<file path="src/rtl/dma_job_scheduler.sv">
// Job queue plus register-programming sequencer for the DMA engine core.
// Splits each queued copy job into engine runs of at most CHUNK_BYTES.
module dma_job_scheduler #(
  parameter int QUEUE_DEPTH = 4,
  parameter int TAG_W       = 4,
  parameter int CHUNK_BYTES = 4096,
  parameter int TIMEOUT     = 1048576
) (
  input  logic             clk,
  input  logic             resetn,
  input  logic             job_valid,
  output logic             job_ready,
  input  logic [31:0]      job_src,
  input  logic [31:0]      job_dst,
  input  logic [31:0]      job_len,
  input  logic [TAG_W-1:0] job_tag,
  output logic             done_valid,
  input  logic             done_ready,
  output logic [TAG_W-1:0] done_tag,
  output logic             done_err,
  input  logic             abort,
  output logic             busy,
  output logic [31:0]      reg_wr_data,
  output logic [5:0]       reg_wr_en,
  input  logic [31:0]      eng_tail_ptr,
  input  logic             eng_intr
);

  localparam int          PW         = $clog2(QUEUE_DEPTH);
  localparam logic [31:0] LP_CHUNK   = 32'(CHUNK_BYTES);
  localparam logic [31:0] LP_WD_LAST = 32'(TIMEOUT - 1);
  localparam logic [PW:0] LP_FULL    = (PW+1)'(QUEUE_DEPTH);

  typedef enum logic [3:0] {
    S_IDLE, S_LD_SRC, S_LD_DST, S_LD_TAIL, S_LD_HEAD,
    S_LD_SIZE, S_START, S_WAIT, S_STOP, S_DONE
  } state_t;

  state_t           r_state;
  logic [31:0]      r_q_src [QUEUE_DEPTH];
  logic [31:0]      r_q_dst [QUEUE_DEPTH];
  logic [31:0]      r_q_len [QUEUE_DEPTH];
  logic [TAG_W-1:0] r_q_tag [QUEUE_DEPTH];
  logic [PW-1:0]    r_wr_ptr, r_rd_ptr;
  logic [PW:0]      r_count;
  logic             r_job_ready;
  logic [31:0]      r_rem;
  logic [31:0]      r_wd;
  logic             r_err;

  logic             w_push, w_pop;
  logic [PW:0]      w_count_nxt;
  logic [31:0]      w_len_masked;
  logic [31:0]      w_head_src, w_head_dst, w_head_len;
  logic [TAG_W-1:0] w_head_tag;
  logic [31:0]      w_chunk, w_rem_stop;
  logic             w_abortable;

  // Handshakes: a transfer happens on a rising edge where valid and ready are both 1.
  assign w_push       = job_valid & r_job_ready;
  assign w_pop        = (r_state == S_DONE) & done_ready;
  assign w_len_masked = job_len & 32'hFFFF_FFFC;

  assign w_head_src = r_q_src[r_rd_ptr];
  assign w_head_dst = r_q_dst[r_rd_ptr];
  assign w_head_len = r_q_len[r_rd_ptr];
  assign w_head_tag = r_q_tag[r_rd_ptr];

  assign w_chunk    = (r_rem > LP_CHUNK) ? LP_CHUNK : r_rem;
  // A tail pointer beyond the job length is an engine fault; treat the job as finished.
  assign w_rem_stop = (eng_tail_ptr > w_head_len) ? 32'd0 : (w_head_len - eng_tail_ptr);
  assign w_abortable = (r_state != S_IDLE) && (r_state != S_STOP) && (r_state != S_DONE);

  always_comb begin
    w_count_nxt = r_count;
    if (w_push && !w_pop)      w_count_nxt = r_count + (PW+1)'(1);
    else if (!w_push && w_pop) w_count_nxt = r_count - (PW+1)'(1);
  end

  always_ff @(posedge clk) begin
    if (w_push) begin
      r_q_src[r_wr_ptr] <= job_src;
      r_q_dst[r_wr_ptr] <= job_dst;
      r_q_len[r_wr_ptr] <= w_len_masked;
      r_q_tag[r_wr_ptr] <= job_tag;
    end
  end

  always_ff @(posedge clk or negedge resetn) begin
    if (!resetn) begin
      r_wr_ptr    <= '0;
      r_rd_ptr    <= '0;
      r_count     <= '0;
      r_job_ready <= 1'b0;
    end else begin
      if (w_push) r_wr_ptr <= r_wr_ptr + PW'(1);
      if (w_pop)  r_rd_ptr <= r_rd_ptr + PW'(1);
      r_count     <= w_count_nxt;
      r_job_ready <= (w_count_nxt != LP_FULL);
    end
  end

  // The head job stays queued until its completion record is consumed.
  always_ff @(posedge clk or negedge resetn) begin
    if (!resetn) begin
      r_state <= S_IDLE;
      r_rem   <= '0;
      r_wd    <= '0;
      r_err   <= 1'b0;
    end else begin
      case (r_state)
        S_IDLE: begin
          if (r_count != '0) begin
            r_rem   <= w_head_len;
            r_state <= (w_head_len == '0) ? S_DONE : S_LD_SRC;
          end
        end
        S_LD_SRC:  r_state <= S_LD_DST;
        S_LD_DST:  r_state <= S_LD_TAIL;
        S_LD_TAIL: r_state <= S_LD_HEAD;
        S_LD_HEAD: r_state <= S_LD_SIZE;
        S_LD_SIZE: r_state <= S_START;
        S_START: begin
          r_wd    <= '0;
          r_state <= S_WAIT;
        end
        S_WAIT: begin
          r_wd <= r_wd + 32'd1;
          if (eng_intr) begin
            r_state <= S_STOP;
          end else if ((TIMEOUT != 0) && (r_wd == LP_WD_LAST)) begin
            r_state <= S_STOP;
            r_err   <= 1'b1;
          end
        end
        S_STOP: begin
          r_rem   <= w_rem_stop;
          r_state <= (r_err || (w_rem_stop == '0)) ? S_DONE : S_LD_SIZE;
        end
        S_DONE: begin
          if (done_ready) begin
            r_err   <= 1'b0;
            r_state <= S_IDLE;
          end
        end
        default: r_state <= S_IDLE;
      endcase
      if (w_abortable && abort) begin
        r_state <= S_STOP;
        r_err   <= 1'b1;
      end
    end
  end

  always_comb begin
    reg_wr_en   = 6'b000000;
    reg_wr_data = 32'd0;
    case (r_state)
      S_LD_SRC:  begin reg_wr_en = 6'b000001; reg_wr_data = w_head_src; end
      S_LD_DST:  begin reg_wr_en = 6'b000010; reg_wr_data = w_head_dst; end
      S_LD_TAIL: begin reg_wr_en = 6'b000100; reg_wr_data = 32'd0;      end
      S_LD_HEAD: begin reg_wr_en = 6'b001000; reg_wr_data = w_head_len; end
      S_LD_SIZE: begin reg_wr_en = 6'b010000; reg_wr_data = w_chunk;    end
      S_START:   begin reg_wr_en = 6'b100000; reg_wr_data = 32'h1;      end
      S_STOP:    begin reg_wr_en = 6'b100000; reg_wr_data = 32'h0;      end
      default:   begin reg_wr_en = 6'b000000; reg_wr_data = 32'd0;      end
    endcase
  end

  assign job_ready  = r_job_ready;
  assign done_valid = (r_state == S_DONE);
  assign done_tag   = done_valid ? w_head_tag : '0;
  assign done_err   = done_valid & r_err;
  assign busy       = (r_state != S_IDLE);

endmodule

</file>
<file path="config.mk">
export PLATFORM = sky130hd
export DESIGN_NAME = dma_job_scheduler
export DESIGN_NICKNAME = d
export VERILOG_FILES = /design/src/rtl/dma_job_scheduler.sv
export SDC_FILE = /design/constraint.sdc
export NUM_CORES = 1
export LEC_CHECK = 0
export CORE_AREA = 5 5 209 170
export CTS_CLUSTER_SIZE = 12
export DETAILED_ROUTE_END_ITERATION = 6
export DIE_AREA = 0 0 214 175
export DONT_BUFFER_PORTS = 1
export PLACE_DENSITY = 0.8
export SYNTH_ARGS = -nofsm -noshare
export SYNTH_HDL_FRONTEND = slang
export SYNTH_SLANG_ARGS = --single-unit
export TNS_END_PERCENT = 30
</file>
<file path="constraint.sdc">
create_clock -name clk -period 5.08 [get_ports clk]
set_clock_uncertainty 0.05 [all_clocks]
set_input_delay 0.508 -clock clk [delete_from_list [all_inputs] [get_ports clk]]
set_output_delay 0.508 -clock clk [all_outputs]
set_load 0.01 [all_outputs]
</file>
**Yosys cells after proc, flatten, opt, wreduce, memory -nomap -nowiden**

Memory sizes are Yosys's and may differ from the RTL's.
Index checks and enable logic that the tools add are counted.

- $lt $le $gt $ge: 2
- Reductions and logical operators: 20
- Mux-type cells: 25
- Add/subtract/negate cells: 6
- Bitwise logic cells: 3
- Eq/ne operators: 19

Operators with widths:

| cell | number |
|---|---|
| $pmux 32 s5 | 1 |
| $pmux 32 s2 | 2 |
| $mux 32 | 3 |
| $logic_not 32->1 | 2 |
| $pmux 4 s10 | 1 |
| $pmux 6 s6 | 1 |
| $add 32x1->32 const B | 1 |
| $eq 32x20->1 const B | 1 |
| $gt 32x13->1 const B | 1 |
| $gt 32x32->1 | 1 |
| $mux 4 | 8 |
| $sub 32x32->32 | 1 |
| $eq 4x3->1 const B | 4 |
| $ne 3x3->1 const B | 4 |
| $ne 4x4->1 const B | 3 |
| $eq 4x2->1 const B | 2 |
| $eq 4x4->1 const B | 2 |
| $mux 1 | 6 |
| $mux 3 | 2 |
| $reduce_bool 3->1 | 2 |
| $logic_and 1x1->1 | 5 |
| $add 2x1->2 const B | 2 |
| $eq 4x1->1 const B | 1 |
| $logic_not 4->1 | 1 |
| other kinds (14) | 18 |

- RAM bits: 392
- Output and inout port bits: 46
- Bits of input ports: 138
- Memories kept: 4
- Logic and storage cells: 87
- Register bits after elaboration: 77

Memories:

| name | depth | width | read ports | clocked after Yosys merged registers in | wr ports | line | source |
|---|---|---|---|---|---|---|---|
| r_q_dst | 4 | 32 | 1 | 0 | 1 | 41 | `logic [31:0] r_q_dst [QUEUE_DEPTH];` |
| r_q_src | 4 | 32 | 1 | 0 | 1 | 40 | `logic [31:0] r_q_src [QUEUE_DEPTH];` |
| r_q_len | 4 | 30 | 1 | 0 | 1 | 42 | `logic [31:0] r_q_len [QUEUE_DEPTH];` |
| r_q_tag | 4 | 4 | 1 | 0 | 1 | 43 | `logic [TAG_W-1:0] r_q_tag [QUEUE_DEPTH];` |

**Depth between registers and ports, before layout**

Gate-level depths: netlist (run 1).
An unclocked memory read counts as a cell.

- Depth in word-level cells: 8
- Depth in mapped cells: 15

**Least setup slack after synthesis (run 1)**

Ideal clock, no wire load.

- Path type: register to register
- Start point: register r_rd_ptr[0]
- End point: register r_state[2]
- Clock period less this slack: 4.030 ns
- Path buffers: 2
- Setup time: 0.127 ns
- Setup slack: 1.050 ns
- Required time: 4.903 ns
- Arrival time: 3.853 ns
- Stages on the path, launching flop included: 14
- Cell sequence: dfrtp_1 -> buf_2 -> buf_2 -> mux4_2 -> ha_1 -> a21oi_1 -> a211oi_2 -> o21a_1 -> a211o_1 -> a221oi_1 -> nor4bb_1 -> nand4_1 -> nor4b_4 -> o21ai_1

- Cells in the longest elaborated chain, start to end: 8
- Elaborated cells between the ends (all ways): 9

RTL lines:

| item | line | source |
|---|---|---|
| from (decl) | 44 | `logic [PW-1:0] r_wr_ptr, r_rd_ptr;` |
| from (signal assigned) | 97 | `if (w_pop) r_rd_ptr <= r_rd_ptr + PW'(1);` |
| $mem_v2 4x30 (*) | - |  |
| $sub 32x32->32 or $gt 32x32->1 (tied branches) | 71 | `assign w_rem_stop = (eng_tail_ptr > w_head_len) ? 32'd0 : (w_head_len - eng_tail_ptr);` |
| $mux 32 (*) | 71 |  |
| $logic_not 32->1 (*) | 138 | `r_state <= (r_err \|\| (w_rem_stop == '0)) ? S_DONE : S_LD_SIZE;` |
| $logic_or 1x1->1 (*) | 138 |  |
| $mux 4 (*) | 138 |  |
| $pmux 4 s10 (*) | 111 | `case (r_state)` |
| $mux 4 (*) | 148 | `if (w_abortable && abort) begin` |
| to (signal assigned) | 115 | `r_state <= (w_head_len == '0) ? S_DONE : S_LD_SRC;` |
| to (signal assigned) | 138 |  |
| to (decl) | 39 | `state_t r_state;` |

Mark *: on every way between the ends. The rest lies on a longest branch, timed or not.
A chain may end at the register's enable or synchronous reset.

**Final worst setup path (run 1)**

- Start point: register r_rd_ptr[0]
- End point: register r_state[3]

- Cells in the longest elaborated chain, start to end: 8
- Elaborated cells between the ends (all ways): 12

RTL lines:

| item | line |
|---|---|
| $mem_v2 4x30 (*) | - |
| $sub 32x32->32 or $gt 32x32->1 (tied branches) | 71 |
| $mux 32 | 71 |
| $logic_not 32->1 | 138 |
| $logic_or 1x1->1 | 138 |
| $mux 4 | 138 |
| $pmux 4 s10 (*) | 111 |
| $mux 4 (*) | 148 |

Mark *: on every way between the ends. The rest lies on a longest branch, timed or not. The select of a mux whose other input is x is not followed.

==> metrics, run 1 <==
main combinational cell family by area after synthesis multiplexers; crit path capture type flop; row cnt 60; Seq cells post-synth 469; crit path time final 4.58 ns; final period utilization 90.1%; detailed-routed wire length on met2 24.3 mm; DR iter-0 viols 1593; Post-synth ARST share 16.4%; Post-Synth XOR/XNOR Area 1.50%; count of input and output buffers 0; routed len/inst 26.3 um; total congestion overflow 0; I/O pin total 184; Nets 1688; H-tree depth 2; clk root buf clkbuf_16; starting density of the core 63.0%; Leak 8.49 nW; core area 0.0333 mm2; routed wire length 51.8 mm; Int Pwr 9.08 mW; via count 13200; die area 0.0375 mm2; Worst-Skew Late Latency 0.57 ns; RD Place Congestion 0.906; max frequency 218 MHz; Post-synth top flop edfxtp_1; Die W 214 um; vias per cell 6.69; power density over cell area 605 mW/mm2; maximum fanout along the worst path 33; worst setup margin 0.502 ns; synth warn 0; Reg2Reg Depth 12; top cell type's share of synthesized area 56.2%; largest net degree at the start of global routing 78; mux cell area share after synthesis 10.7%; global-route wire length before repair 79.6 mm; Crit Path Category reg -> reg; CTS tree done; R2R setup slack 0.50 ns; Netlist cell types 75; met1 wire length 21.2 mm; Fin. Hold Viols 0; TNS Setup 0 ns; Critical R2R Launch r_rd_ptr[0]; share of layout cells above drive strength 1 13.9%; Switching Share 37.3%; chip height 175 um; unrepaired setup endpoints after global routing no; clk buf depth 3; EDFF count, synth 392; Worst-Margin Slew 1.26 ns; Mapped Nets 1575; sequential share of the synthesized area 65.3%; Clk pwr share 22.6%; Yosys top cell by area edfxtp_1; Net Switching 5.40 mW; met3 wire length 5.02 mm; critical path launch point r_rd_ptr[0]; vias in the first global route 13200; highest routed layer met5; Max Cap Violations 0; dpl cell area 0.0215 mm2; Clk pin slew, worst setup/hold paths 0.06 ns; Mapped Cells 1391; CP Launch Type flop; pins over their slew limit 0; post-DP HPWL 33.1 mm; Worst IR Drop VDD 0.345 mV; initial antenna violation count 8; synth top area cells edfxtp_1, mux4_2, dfrtp_1; Setup crit end r_state[3]; status complete, no violations; Worst slew margin 15.7%; CP required 5.54 ns; DRT Pass-1 Iters 6; Area Growth Syn to Fin 14.2%; dpl ws 0.513 ns; adder-cell share of the synthesized area 2.75%; Worst EP arrival 5.04 ns; number of setup buffers added after CTS 0; final setup violation count 0; r2r endpoint r_state[3]; Synth Area in Simple Gates 8.33%; design area 0.0239 mm2; clk sink count 469; Mapped Avg Cell Area 15.1 um2; worst hold path type in -> reg; Post-Syn Area 0.0210 mm2; ANT nets after route 0; Total GRT Usage 27.6%; CTS Buf Count 47; post-synthesis compound-gate area fraction 9.04%; drt drc 0; Combinational Power Share 39.6%; sequential fraction of design power 37.7%
[stage by stage]
stage	cells	utilization [%]	total power [mW]	hold slack [ns]
detailed placement	1789	64.6	11.0	0.166
floorplan	1391	-	9.48	0.162
global route	1967	72.0	15.2	0.0795
global placement	1789	64.6	10.9	0.165
CTS	1961	71.9	14.4	0.0451
finish	1967	72.0	14.5	0.0651
[power groups by stage]
| stage | clock (mW) | sequential, mW | combinational [mW] |
|---|---|---|---|
| after floorplan | 0 | 5.31 | 4.17 |
| after global placement | 0 | 5.47 | 5.42 |
| after detailed placement | 0 | 5.52 | 5.48 |
| after CTS | 3.31 | 5.46 | 5.65 |
| after global routing | 3.51 | 5.53 | 6.17 |
| final | 3.28 | 5.47 | 5.74 |
[registers in the layout (all words and copies together) (netlist names)]
| signal | flops |
|---|---|
| r_wd | 32 |
| r_q_dst | 128 |
| job_ready | 1 |
| r_q_src | 128 |
| r_rem | 32 |
| r_err | 1 |
| r_state | 4 |
| r_rd_ptr | 2 |
| r_wr_ptr | 2 |
| r_q_tag | 16 |
| r_q_len | 120 |
| r_count | 3 |
[cell families (layout without fill, tap and decap cells)]
kind of cell	after synthesis	in the layout
buf+inv	122	258
other cells	0	6
flops	469	469
fa+ha+maj	46	46
compound gates	278	278
mux	102	102
simple gates	338	338
xor+xnor	36	36
[layer usage]
metal | global-route usage (%) | vias to the layer above
met1 | 40.4 | 6614
li1 | - | 5746
met4 | 8.08 | 4
met3 | 6.93 | 90
met5 | 0 | -
met2 | 42.0 | 698
[layout by cell type, fill, tap and decap left out, types with 16 or more instances in the layout]
master	synthesis	routed
buf_4	2	23
nor3_1	19	16
a222oi_1	21	21
mux4_2	98	98
nand3_1	24	24
clkbuf_16	0	48
ha_1	46	46
o21ai_0	73	73
a22oi_1	37	37
dlygate4sd3_1	0	99
dfrtp_1	77	75
edfxtp_1	392	392
nand4_1	19	19
nor4_1	22	22
nand2_1	117	117
inv_1	63	63
nor2_1	52	50
a21oi_1	53	53
xor2_1	24	24
[how the worst min path moves through the flow]
| stage | start | cells after the start | slack (ns) | endpoint |
|---|---|---|---|---|
| 2_1_floorplan | resetn | 0 | 0.16 | job_ready |
| 3_3_place_gp | resetn | 0 | 0.16 | r_wd[4] |
| 3_5_place_dp | resetn | 0 | 0.17 | r_wd[7] |
| 4_1_cts | done_ready | 2 | 0.05 | r_rd_ptr[0] |
| 5_1_grt | done_ready | 2 | 0.08 | r_rd_ptr[0] |
| 6_report | done_ready | 2 | 0.07 | r_rd_ptr[0] |
[Yosys cell counts, types with 4 or more instances]
cell / number
xor2_1: 24
nand4_1: 19
a221o_1: 5
a21o_1: 8
a22o_1: 10
a222oi_1: 21
xnor2_1: 12
clkbuf_1: 39
nor2_1: 52
or3_1: 14
nand2_1: 117
a22oi_1: 37
a211oi_1: 10
o21ai_1: 4
o21a_1: 7
nor3_1: 19
edfxtp_1: 392
a21oi_1: 53
buf_1: 7
nor2b_1: 8
ha_1: 46
dfrtp_1: 77
o21ai_0: 73
and3_1: 14
and2_1: 13
o211ai_1: 5
nand2b_1: 10
nor4_1: 22
inv_1: 63
o31ai_1: 10
mux4_2: 98
a31oi_1: 8
nand3_1: 24
buf_2: 10
[timing repair]
item,4_1_cts,5_1_grt
hold buffers,100,0
resized for setup,0,0
endpoints found under the hold margin,469,0
[area by class of cell]
class                   count  area (um2)
diodes                      6        15.0
clock buffers              62        1250
clock inverters            10         165
fillers                  2050        9330
inverters                  63         236
multi-input cells         800        6820
flip-flops and latches    469       13700
well taps                 434         543
repair buffers            123        1190
[worst max-delay path, stage by stage, from the launching register on]
cell and delay, ns:
dfrtp_4 0.77, buf_4 0.64, mux4_2 0.68, ha_1 0.37
a21o_1 0.18, a21o_1 0.19, a21o_1 0.22, or3_1 0.32
or4_4 0.42, nand3_2 0.11, o211ai_2 0.11, nor4b_4 0.26
o21a_1 0.16
No activity file was read; power rests on OpenSTA's default activity.
==> run 2, diff against run 1 <==
--- a/config.mk
+++ b/config.mk
@@ -5,11 +5,10 @@
 export SDC_FILE = /design/constraint.sdc
 export NUM_CORES = 1
 export LEC_CHECK = 0
-export CORE_AREA = 5 5 209 170
+export CORE_AREA = 5 5 219 179
 export CTS_CLUSTER_SIZE = 12
 export DETAILED_ROUTE_END_ITERATION = 6
-export DIE_AREA = 0 0 214 175
-export DONT_BUFFER_PORTS = 1
+export DIE_AREA = 0 0 224 184
 export PLACE_DENSITY = 0.8
 export SYNTH_ARGS = -nofsm -noshare
 export SYNTH_HDL_FRONTEND = slang
==> metrics, run 2 (same netlist as run 1, synthesis figures left out) <==
status complete, no violations; maximum fanout along the worst path 29; row cnt 63; Worst-Margin Slew 1.25 ns; Leak 8.79 nW; die area 0.0412 mm2; crit path time final 4.56 ns; final period utilization 89.8%; biggest regs r_q_dst: 128 flops, r_q_src: 128 flops, r_q_len: 120 flops; Worst IR Drop VDD 0.365 mV; DR iter-0 viols 1518; met1 global-route usage 36.9%; Most Crowded Layer GR met2; CP Launch Type flop; leading cell types in the layout, fill and taps excluded edfxtp_1, clkdlybuf4s50_1, nand2_1; Max Cap Violations 0; Worst-Skew Late Latency 0.57 ns; max frequency 219 MHz; final std cells w/o fill 2104; CP max stage cell mux4_2; final setup violation count 0; Total Power 14.9 mW; number of setup buffers added after CTS 0; CP required 5.54 ns; count of input and output buffers 181; Total GRT Usage 25.2%; Worst path max stage delay 0.65 ns; clk sink count 469; CTS tree done; RD Place Congestion 0.914; ordered list of cells on the worst path buf_12 -> mux4_2 -> ha_1 -> a21oi_1 -> a211oi_2 -> o21a_1 -> a211o_1 -> a221oi_1 -> nor4bb_1 -> nand4_1 -> nor4b_4 -> o21a_1; Reg2Reg Depth 12; routed wire length 52.4 mm; clk buf depth 3; total congestion overflow 0; H-tree depth 2; global-route wire length before repair 79.2 mm; R2R setup slack 0.52 ns; DRT Pass-1 Iters 6; unrepaired setup endpoints after global routing no; Clk pin slew, worst setup/hold paths 0.06 ns; worst hold path type in -> async; I/O pin total 184; Die W 224 um; Worst EP arrival 5.02 ns; TNS Setup 0 ns; power density over cell area 600 mW/mm2; dpl cell area 0.0234 mm2; share of layout cells above drive strength 1 13.2%; starting density of the core 57.2%; critical path's most frequent cell o21a_1; pins over their slew limit 0; ANT nets after route 0; CTS resizes 0; chip height 184 um; clk root buf clkbuf_16; core area 0.0367 mm2; crit path capture type flop; commonest non-fill, non-tap cell in the layout edfxtp_1; routed len/inst 24.9 um; vias in the first global route 13400; Fin. Hold Viols 0; vias per cell 6.34; design area 0.0249 mm2; largest net degree at the start of global routing 96; Crit Path Category reg -> reg; M2 GR Usage 38.3%; Post-CTS Hold Fix Bufs 0; CTS Buf Count 47; Worst slew margin 16.8%; via count 13300; # fillers 2436; Area Growth Syn to Fin 18.6%; drt drc 0; GR Util met3 6.50%; post-DP HPWL 34.3 mm; initial antenna violation count 6; DP Cell Count 2024; Nets 1770
-- run 2: changes by cell type in the layout (fill, tap and decap cells not counted) --
cell,before,now
diode_2,6,1
clkbuf_1,14,21
bufinv_16,3,2
dlygate4sd3_1,99,0
buf_4,23,19
clkdlybuf4s50_1,0,180
buf_12,0,6
clkbuf_8,0,1
buf_16,1,0
-- run 2: final timing paths --
path / end / startpoint
max in group asynchronous: r_rd_ptr[0] / resetn
min reg2reg: r_wd[11] / r_wd[11]
max: r_state[3] / r_rd_ptr[0]
min: r_wd[28] / resetn
max reg2reg: r_state[3] / r_rd_ptr[0]
min in group clk: r_wd[11] / r_wd[11]
-- run 2: power breakdown --
group	internal (mW)	switching, mW
Sequential	5.03	0.371
Combinational	2.60	3.65
Clock	1.87	1.41
-- run 2: routing by layer --
layer,share of wire (%),vias up
met5,0.14,-
met1,41,6642
li1,-,5908
met4,2.1,10
met2,46,698
met3,10,82
-- run 2: per-stage QoR --
| stage | hold WS, ns | setup slack, ns | utilization, % |
|---|---|---|---|
| finish | 0.0385 | 0.518 | 67.8 |
| detailed placement | 0.423 | 0.600 | 63.9 |
| floorplan | 0.162 | 1.05 | - |
| global placement | 0.403 | 0.686 | 63.9 |
| global route | 0.138 | 0.262 | 67.8 |
| CTS | 0.0654 | 0.577 | 67.8 |
-- run 2: layout make-up --
type | instances | area [um2] | area share [%]
flip-flops and latches | 469 | 13700 | 55.1
multi-input cells | 800 | 6820 | 27.4
repair buffers | 205 | 2060 | 8.30
clock buffers | 70 | 1290 | 5.20
well taps | 487 | 609 | 2.45
inverters | 63 | 236 | 0.951
clock inverters | 9 | 135 | 0.543
diodes | 1 | 2.50 | 0.0101
-- run 2: critical path: cells and delay by family, from the launching register on --
kind            cells  cell delay [ns]
flops               1             0.44
compound gates      6             1.81
buf+inv             1             0.24
mux                 1             0.65
simple gates        3             0.89
fa+ha+maj           1             0.38
